--- config.mk ---
export PLATFORM = sky130hd
export DESIGN_NAME = serial_subtractor_seq
export DESIGN_NICKNAME = d
export VERILOG_FILES = /design/src/rtl/subtractor_pkg.sv /design/src/rtl/full_subtractor_cell.sv /design/src/rtl/serial_subtractor_seq.sv
export SDC_FILE = /design/constraint.sdc
export NUM_CORES = 1
export LEC_CHECK = 0
export CORE_AREA = 10 10 71 73
export DETAILED_ROUTE_END_ITERATION = 7
export DIE_AREA = 0 0 81 83
export GPL_TIMING_DRIVEN = 0
export PLACE_DENSITY = 0.8
export REMOVE_ABC_BUFFERS = 1
export SYNTH_ARGS = -nofsm -noshare
export SYNTH_HDL_FRONTEND = slang
export SYNTH_SLANG_ARGS = --single-unit
--- constraint.sdc ---
create_clock -name clk -period 2 [get_ports clk]
set_clock_uncertainty 0.15 [all_clocks]
set_input_delay 0.4 -clock clk [delete_from_list [all_inputs] [get_ports clk]]
set_output_delay 0.4 -clock clk [all_outputs]
set_load 0.1 [all_outputs]
--- src/rtl/subtractor_pkg.sv ---
// ============================================================================
// Module : subtractor_pkg
// Brief  : Shared state encoding and defaults for the subtractor family.
// Rev    : 1.0 - initial release
// ============================================================================
`default_nettype none

package subtractor_pkg;

    localparam int SUB_WIDTH_DEFAULT = 8;

    // Encoding 2'd3 is unused and recovers to ST_IDLE in the FSM.
    typedef enum logic [1:0] {
        ST_IDLE  = 2'd0,
        ST_SHIFT = 2'd1,
        ST_DONE  = 2'd2
    } sub_state_t;

endpackage

`default_nettype wire

--- src/rtl/full_subtractor_cell.sv ---
// ============================================================================
// Module : full_subtractor_cell
// Brief  : Combinational one-bit full subtractor (a - b - bin).
// Rev    : 1.0 - initial release
// ============================================================================
`default_nettype none

module full_subtractor_cell (
    input  logic a,
    input  logic b,
    input  logic bin,
    output logic diff,
    output logic bout
);

    assign diff = a ^ b ^ bin;
    assign bout = (~a & b) | (~(a ^ b) & bin);

endmodule

`default_nettype wire

--- src/rtl/serial_subtractor_seq.sv ---
// ============================================================================
// Module : serial_subtractor_seq
// Brief  : Bit-serial WIDTH-bit subtractor, D = A - B - Bin, LSB first.
// Rev    : 1.0 - initial release
// ============================================================================
`default_nettype none

module serial_subtractor_seq
    import subtractor_pkg::*;
#(
    parameter int WIDTH = SUB_WIDTH_DEFAULT
) (
    input  logic             clk,
    input  logic             rst,
    input  logic             start,
    input  logic [WIDTH-1:0] a,
    input  logic [WIDTH-1:0] b,
    input  logic             bin,
    output logic             ready,
    output logic             busy,
    output logic             done,
    output logic [WIDTH-1:0] d,
    output logic             bout,
    output logic             ovf
);

    localparam int                c_cnt_w    = (WIDTH > 1) ? $clog2(WIDTH) : 1;
    localparam logic [c_cnt_w-1:0] c_last_cnt = c_cnt_w'(WIDTH - 1);

    sub_state_t         state_q, state_d;
    logic [WIDTH-1:0]   a_q, a_d;
    logic [WIDTH-1:0]   b_q, b_d;
    logic [WIDTH-1:0]   res_q, res_d;
    logic               br_q, br_d;
    logic [c_cnt_w-1:0] cnt_q, cnt_d;
    logic [WIDTH-1:0]   d_q, d_d;
    logic               bout_q, bout_d;
    logic               ovf_q, ovf_d;

    logic               w_diff;
    logic               w_br_next;

    full_subtractor_cell u_cell (
        .a    (a_q[0]),
        .b    (b_q[0]),
        .bin  (br_q),
        .diff (w_diff),
        .bout (w_br_next)
    );

    always_ff @(posedge clk or posedge rst) begin
        if (rst) begin
            state_q <= ST_IDLE;
            a_q     <= '0;
            b_q     <= '0;
            res_q   <= '0;
            br_q    <= 1'b0;
            cnt_q   <= '0;
            d_q     <= '0;
            bout_q  <= 1'b0;
            ovf_q   <= 1'b0;
        end else begin
            state_q <= state_d;
            a_q     <= a_d;
            b_q     <= b_d;
            res_q   <= res_d;
            br_q    <= br_d;
            cnt_q   <= cnt_d;
            d_q     <= d_d;
            bout_q  <= bout_d;
            ovf_q   <= ovf_d;
        end
    end

    always_comb begin
        state_d = state_q;
        a_d     = a_q;
        b_d     = b_q;
        res_d   = res_q;
        br_d    = br_q;
        cnt_d   = cnt_q;
        d_d     = d_q;
        bout_d  = bout_q;
        ovf_d   = ovf_q;

        case (state_q)
            ST_IDLE: begin
                if (start) begin
                    a_d     = a;
                    b_d     = b;
                    br_d    = bin;
                    res_d   = '0;
                    cnt_d   = '0;
                    state_d = ST_SHIFT;
                end
            end
            ST_SHIFT: begin
                res_d = {w_diff, res_q[WIDTH-1:1]};
                a_d   = a_q >> 1;
                b_d   = b_q >> 1;
                br_d  = w_br_next;
                cnt_d = cnt_q + c_cnt_w'(1);
                // On the last bit a_q[0]/b_q[0] hold the original operand MSBs.
                if (cnt_q == c_last_cnt) begin
                    d_d     = {w_diff, res_q[WIDTH-1:1]};
                    bout_d  = w_br_next;
                    ovf_d   = (a_q[0] != b_q[0]) && (w_diff != a_q[0]);
                    state_d = ST_DONE;
                end
            end
            ST_DONE: begin
                state_d = ST_IDLE;
            end
            default: begin
                state_d = ST_IDLE;
            end
        endcase
    end

    assign ready = (state_q == ST_IDLE);
    assign busy  = (state_q == ST_SHIFT);
    assign done  = (state_q == ST_DONE);
    assign d     = d_q;
    assign bout  = bout_q;
    assign ovf   = ovf_q;

endmodule

`default_nettype wire

# After elaboration in Yosys (flattened, before gate mapping)
# Index checks and enable logic that the tools add are counted.
totals:
  out_inout_bits: 13
  ff_bits: 40
  mem_bits_ro: 0
  mem_bits_rw: 0
  in_bits: 20
  n_memories: 0
  latchBits: 0
  elab_cells: 43
classes:
  n_reduce_logical: 6
  n_eq_ne: 7
  shift: 0
  div_mod_pow: 0
  bitwise: 7
  n_addsub: 1
  muxes: 13
  mul: 0
  magnitude_cmp: 0
op_table:
  columns: ["operator", "n"]
  rows:
  - ["$pmux W8 S2", 3]
  - ["$mux W8", 3]
  - ["$pmux W3 S2", 1]
  - ["$reduce_and A2 Y1", 3]
  - ["$mux W2", 2]
  - ["$pmux W2 S2", 1]
  - ["$add A3 B1 Y3 const B", 1]
  - ["$eq A3 B3 Y1 const B", 1]
  - ["$mux W3", 1]
  - ["$and A1 B1 Y1", 2]
  - ["$eq A2 B1 Y1 const B", 1]
  - ["$eq A2 B2 Y1 const B", 1]
  - ["$logic_not A2 Y1", 1]
  - ["$ne A1 B1 Y1", 2]
  - ["$ne A2 B1 Y1 const B", 1]
  - ["$ne A2 B2 Y1 const B", 1]
  - ["$not A1 Y1", 2]
  - ["$pmux W1 S2", 1]
  - ["$reduce_bool A2 Y1", 1]
  - ["$xor A1 B1 Y1", 2]
  - ["$logic_and A1 B1 Y1", 1]
  - ["$mux W1", 1]
  - ["$or A1 B1 Y1", 1]

# Longest topological paths before layout
depth:
  ltp_word: 5
  depth_mapped: 6
  depth_no_buf: 5

# Hierarchy
# From an unflattened synthesis, not the netlist that was laid out.
unflattened:
  hier_cells: 152
  area_unflattened_um2: 1836.8
modules_own_cells:
  columns: ["module", "cells_each", "area_per_inst_um2", "n_inst"]
  rows:
  - ["serial_subtractor_seq", 148, 1805.5, 1]
  - ["full_subtractor_cell", 4, 31.3, 1]

# Worst setup path after synthesis
# No wires, ideal clock.
synth_path:
  path_kind: "register to output"
  start: "reg state_q[1]"
  end: "out done"
  stages_incl_launch_ff: 4
  setup_slack_ns: -0.593
  required_ns: 1.450
  n_path_buf: 2
  t_arrival_ns: 2.043
  cell_sequence: "dfrtp_1 -> buf_4 -> buf_4 -> nor2b_1"
synth_between:
  elab_chain_len: 1
synth_lines:
  columns: ["item", "line", "text"]
  rows:
  - ["start, declared", "serial_subtractor_seq.sv:30", "sub_state_t state_q, state_d;"]
  - ["start signal, assigned", "serial_subtractor_seq.sv:63", "state_q <= state_d;"]
  - ["$eq A2 B2 Y1", "serial_subtractor_seq.sv:122", "assign done = (state_q == ST_DONE);"]
  - ["end, declared", "serial_subtractor_seq.sv:21", "output logic done,"]
# No other way between the ends.

# Worst setup path after layout
layout_path:
  start: "reg state_q[0]"
  end: "out ready"
layout_between:
  elab_chain_len: 1
layout_lines:
  columns: ["item", "line", "text"]
  rows:
  - ["$logic_not A2 Y1", "serial_subtractor_seq.sv:120", "assign ready = (state_q == ST_IDLE);"]
  - ["end, declared", "serial_subtractor_seq.sv:19", "output logic ready,"]
# No other way between the ends.

==> results.cfg <==
[outcome]
run_status = completed

[floorplanning]
fp.dieW_um = 81
core.rowCount = 22
dieArea_um2 = 6720
start_util = 0.489
die_h_um = 83
coreArea_um2 = 3630
io_pins = 33

[clock_tree]
cts_root_buffer = clkbuf_8
htreeDepth = 2
cts_tree = yes
cts_buffers = 5
clk_pin_slew_ns = 0.07
clock_path_buffers = 2
clock_latency_ns = 0.29
hold_buffers = 0
clock-sinks = 39

[logic_synthesis]
ys_seq_elements = 39
ys_seq_area_frac = 0.550
synth_warnings = 0
yosys-top-cells-area = dfrtp_1 55%, mux2_2 5.1%, a22o_1 4.4%, nor3b_1 3.0%, a221o_1 2.8%
synth.most_common_cell = dfrtp_1
ys.flop_type = dfrtp_1
yosysTopAreaCellShare = 0.550
async_reset_ff_frac = 1.00
synth_edf_count = 0
synth_area_um2 = 1780
yosysTopAreaCell = dfrtp_1
synth.top_cells.by_count = 39 x dfrtp_1, 9 x a22o_1, 8 x inv_1, 8 x mux2_2, 8 x nand2_1
synth_cell_types = 32
syn_avg_cell_area_um2 = 12.4
syn_inst = 143

[routing]
wl_um = 3840
drt_pass1_iterations = 6
antenna_left = 0
drtIter0Drc = 103
vias = 1293
via_per_inst = 5.65
wl_per_cell_um = 16.8
drcViolationCount = 0

[timing]
fmax_mhz = 517
worst_pin_slew_ns = 0.819
fin_hold_ws_ns = 0.331
max_slew_margin = 0.453
hold_viol = 0
final-setup-viol-count = 0
finalMaxSlewViolations = 0
rsz0062_at_grt = no
finalCriticalPeriod_ns = 1.93
min_period_over_period = 0.967

[global_routing]
gr-total-overflow = 0
grt_pass1_wl_um = 6300
grt_max_degree = 22
grt_pass1_vias = 1323
antenna_found_initial = 0
grt_usage = 0.118

[layout]
syn_to_final_growth_pct = 29.9
drive_above_1_share = 0.243
nets = 204
antennaDiodeCount = 0
fillCellCount = 291

[placed_design]
numPortBuffers = 32
hpwl_um = 2610
finalWeightedCongestion = 0.740

[setup_path]
worst-path-max-fanout = 19
cp.required_ns = 1.45
cp-start-kind = register
worstPathArrival_ns = 1.38
crit_type = register to output port
endpoint_kind = output port

[hold_path]
hold_class = register to register

[power_and_ir_drop]
leakagePower_nw = 1.02
p_per_area_nw_per_um2 = 1780
power_mw = 4.09
peakVddDrop_mv = 0.787

[flow_run]
max-cap-violations = 0
[what timing repair did]
item                       4_1_cts  5_1_grt
buffers inserted                 1        4
resized for setup               59        1
hold endpoints to repair         0        0
pin swaps                        1        1
setup endpoints to repair       13        3
[logic make-up after synthesis]
group                    synth area share
XOR/XNOR                          0.00493
AND/OR/NAND/NOR                     0.129
adder cells (fa/ha/maj)            0.0324
flip-flops                          0.550
AO/OA/AOI/OAI                       0.181
buffers and inverters              0.0522
multiplexers                       0.0507
[routing by layer]
metal	GRT usage	routed length (um)
met5	0	0
met4	0.0329	39
met3	0.0442	247
met2	0.192	1920
met1	0.140	1630
[power breakdown]
part           internal (mW)  switching, mW
Clock                  0.315          0.268
Combinational          0.761           1.34
Sequential              1.14          0.269
Total                   2.22           1.88
[state kept, by name, indices dropped and copies added, names as in the netlist]
| signal | count |
|---|---|
| b_q | 8 |
| d | 8 |
| br_q | 1 |
| a_q | 8 |
| ovf | 1 |
| state_q | 2 |
| bout | 1 |
| res_q | 7 |
| cnt_q | 3 |
[cells in the final DEF (no fill, tap or decap), types with 2 or more instances in the layout]
master           instances
a21oi_1                  4
a221o_1                  5
a221oi_1                 5
a22o_1                   9
a32o_1                   2
buf_4                    6
clkbuf_8                 7
clkdlybuf4s15_2         10
clkdlybuf4s50_1         19
dfrtp_1                 37
dfrtp_4                  2
ha_1                     3
inv_1                    8
mux2_2                   8
nand2_1                  8
nand2b_1                 6
nor2b_1                  7
nor3b_1                  7
o21ai_0                  6
o22a_1                   3
[stage by stage]
stage               cell area (um2)  std cells  worst slack (ns)  utilization  setup TNS [ns]
CTS                            2270        225           0.00803        0.626               0
global route                   2310        229           0.00687        0.635               0
floorplan                      1720        135            -0.595            -           -1.96
global placement               2100        215            -0.934        0.577          -10.30
finish                         2310        229            0.0654        0.635               0
detailed placement             2120        216            -0.966        0.585           -3.42
[worst max-delay path, cell delays in order, from the launching register on]
cell	delay (ns)
dfrtp_4	0.60
nor2_4	0.23
buf_6	0.26
[final cells by class]
class / instances / area [um2] / share of cell area
Clock buffer: 8 / 100 / 0.0434
Tap cell: 48 / 60.1 / 0.0260
Multi-Input combinational cell: 87 / 717 / 0.311
Inverter: 9 / 38.8 / 0.0168
Timing Repair Buffer: 38 / 407 / 0.176
Sequential cell: 39 / 983 / 0.426
[final timing paths]
check | slack [ns] | to | cells after the start | startpoint
max | 0.07 | ready | 2 | state_q[0]
max reg2reg | 0.36 | d[4] | 4 | cnt_q[0]
min | 0.33 | bout | 2 | bout
max in group asynchronous | 0.67 | state_q[1] | 2 | rst
min reg2reg | 0.33 | bout | 2 | bout
min in group asynchronous | 0.44 | d[4] | 2 | rst
No activity file was read; power rests on OpenSTA's default activity.
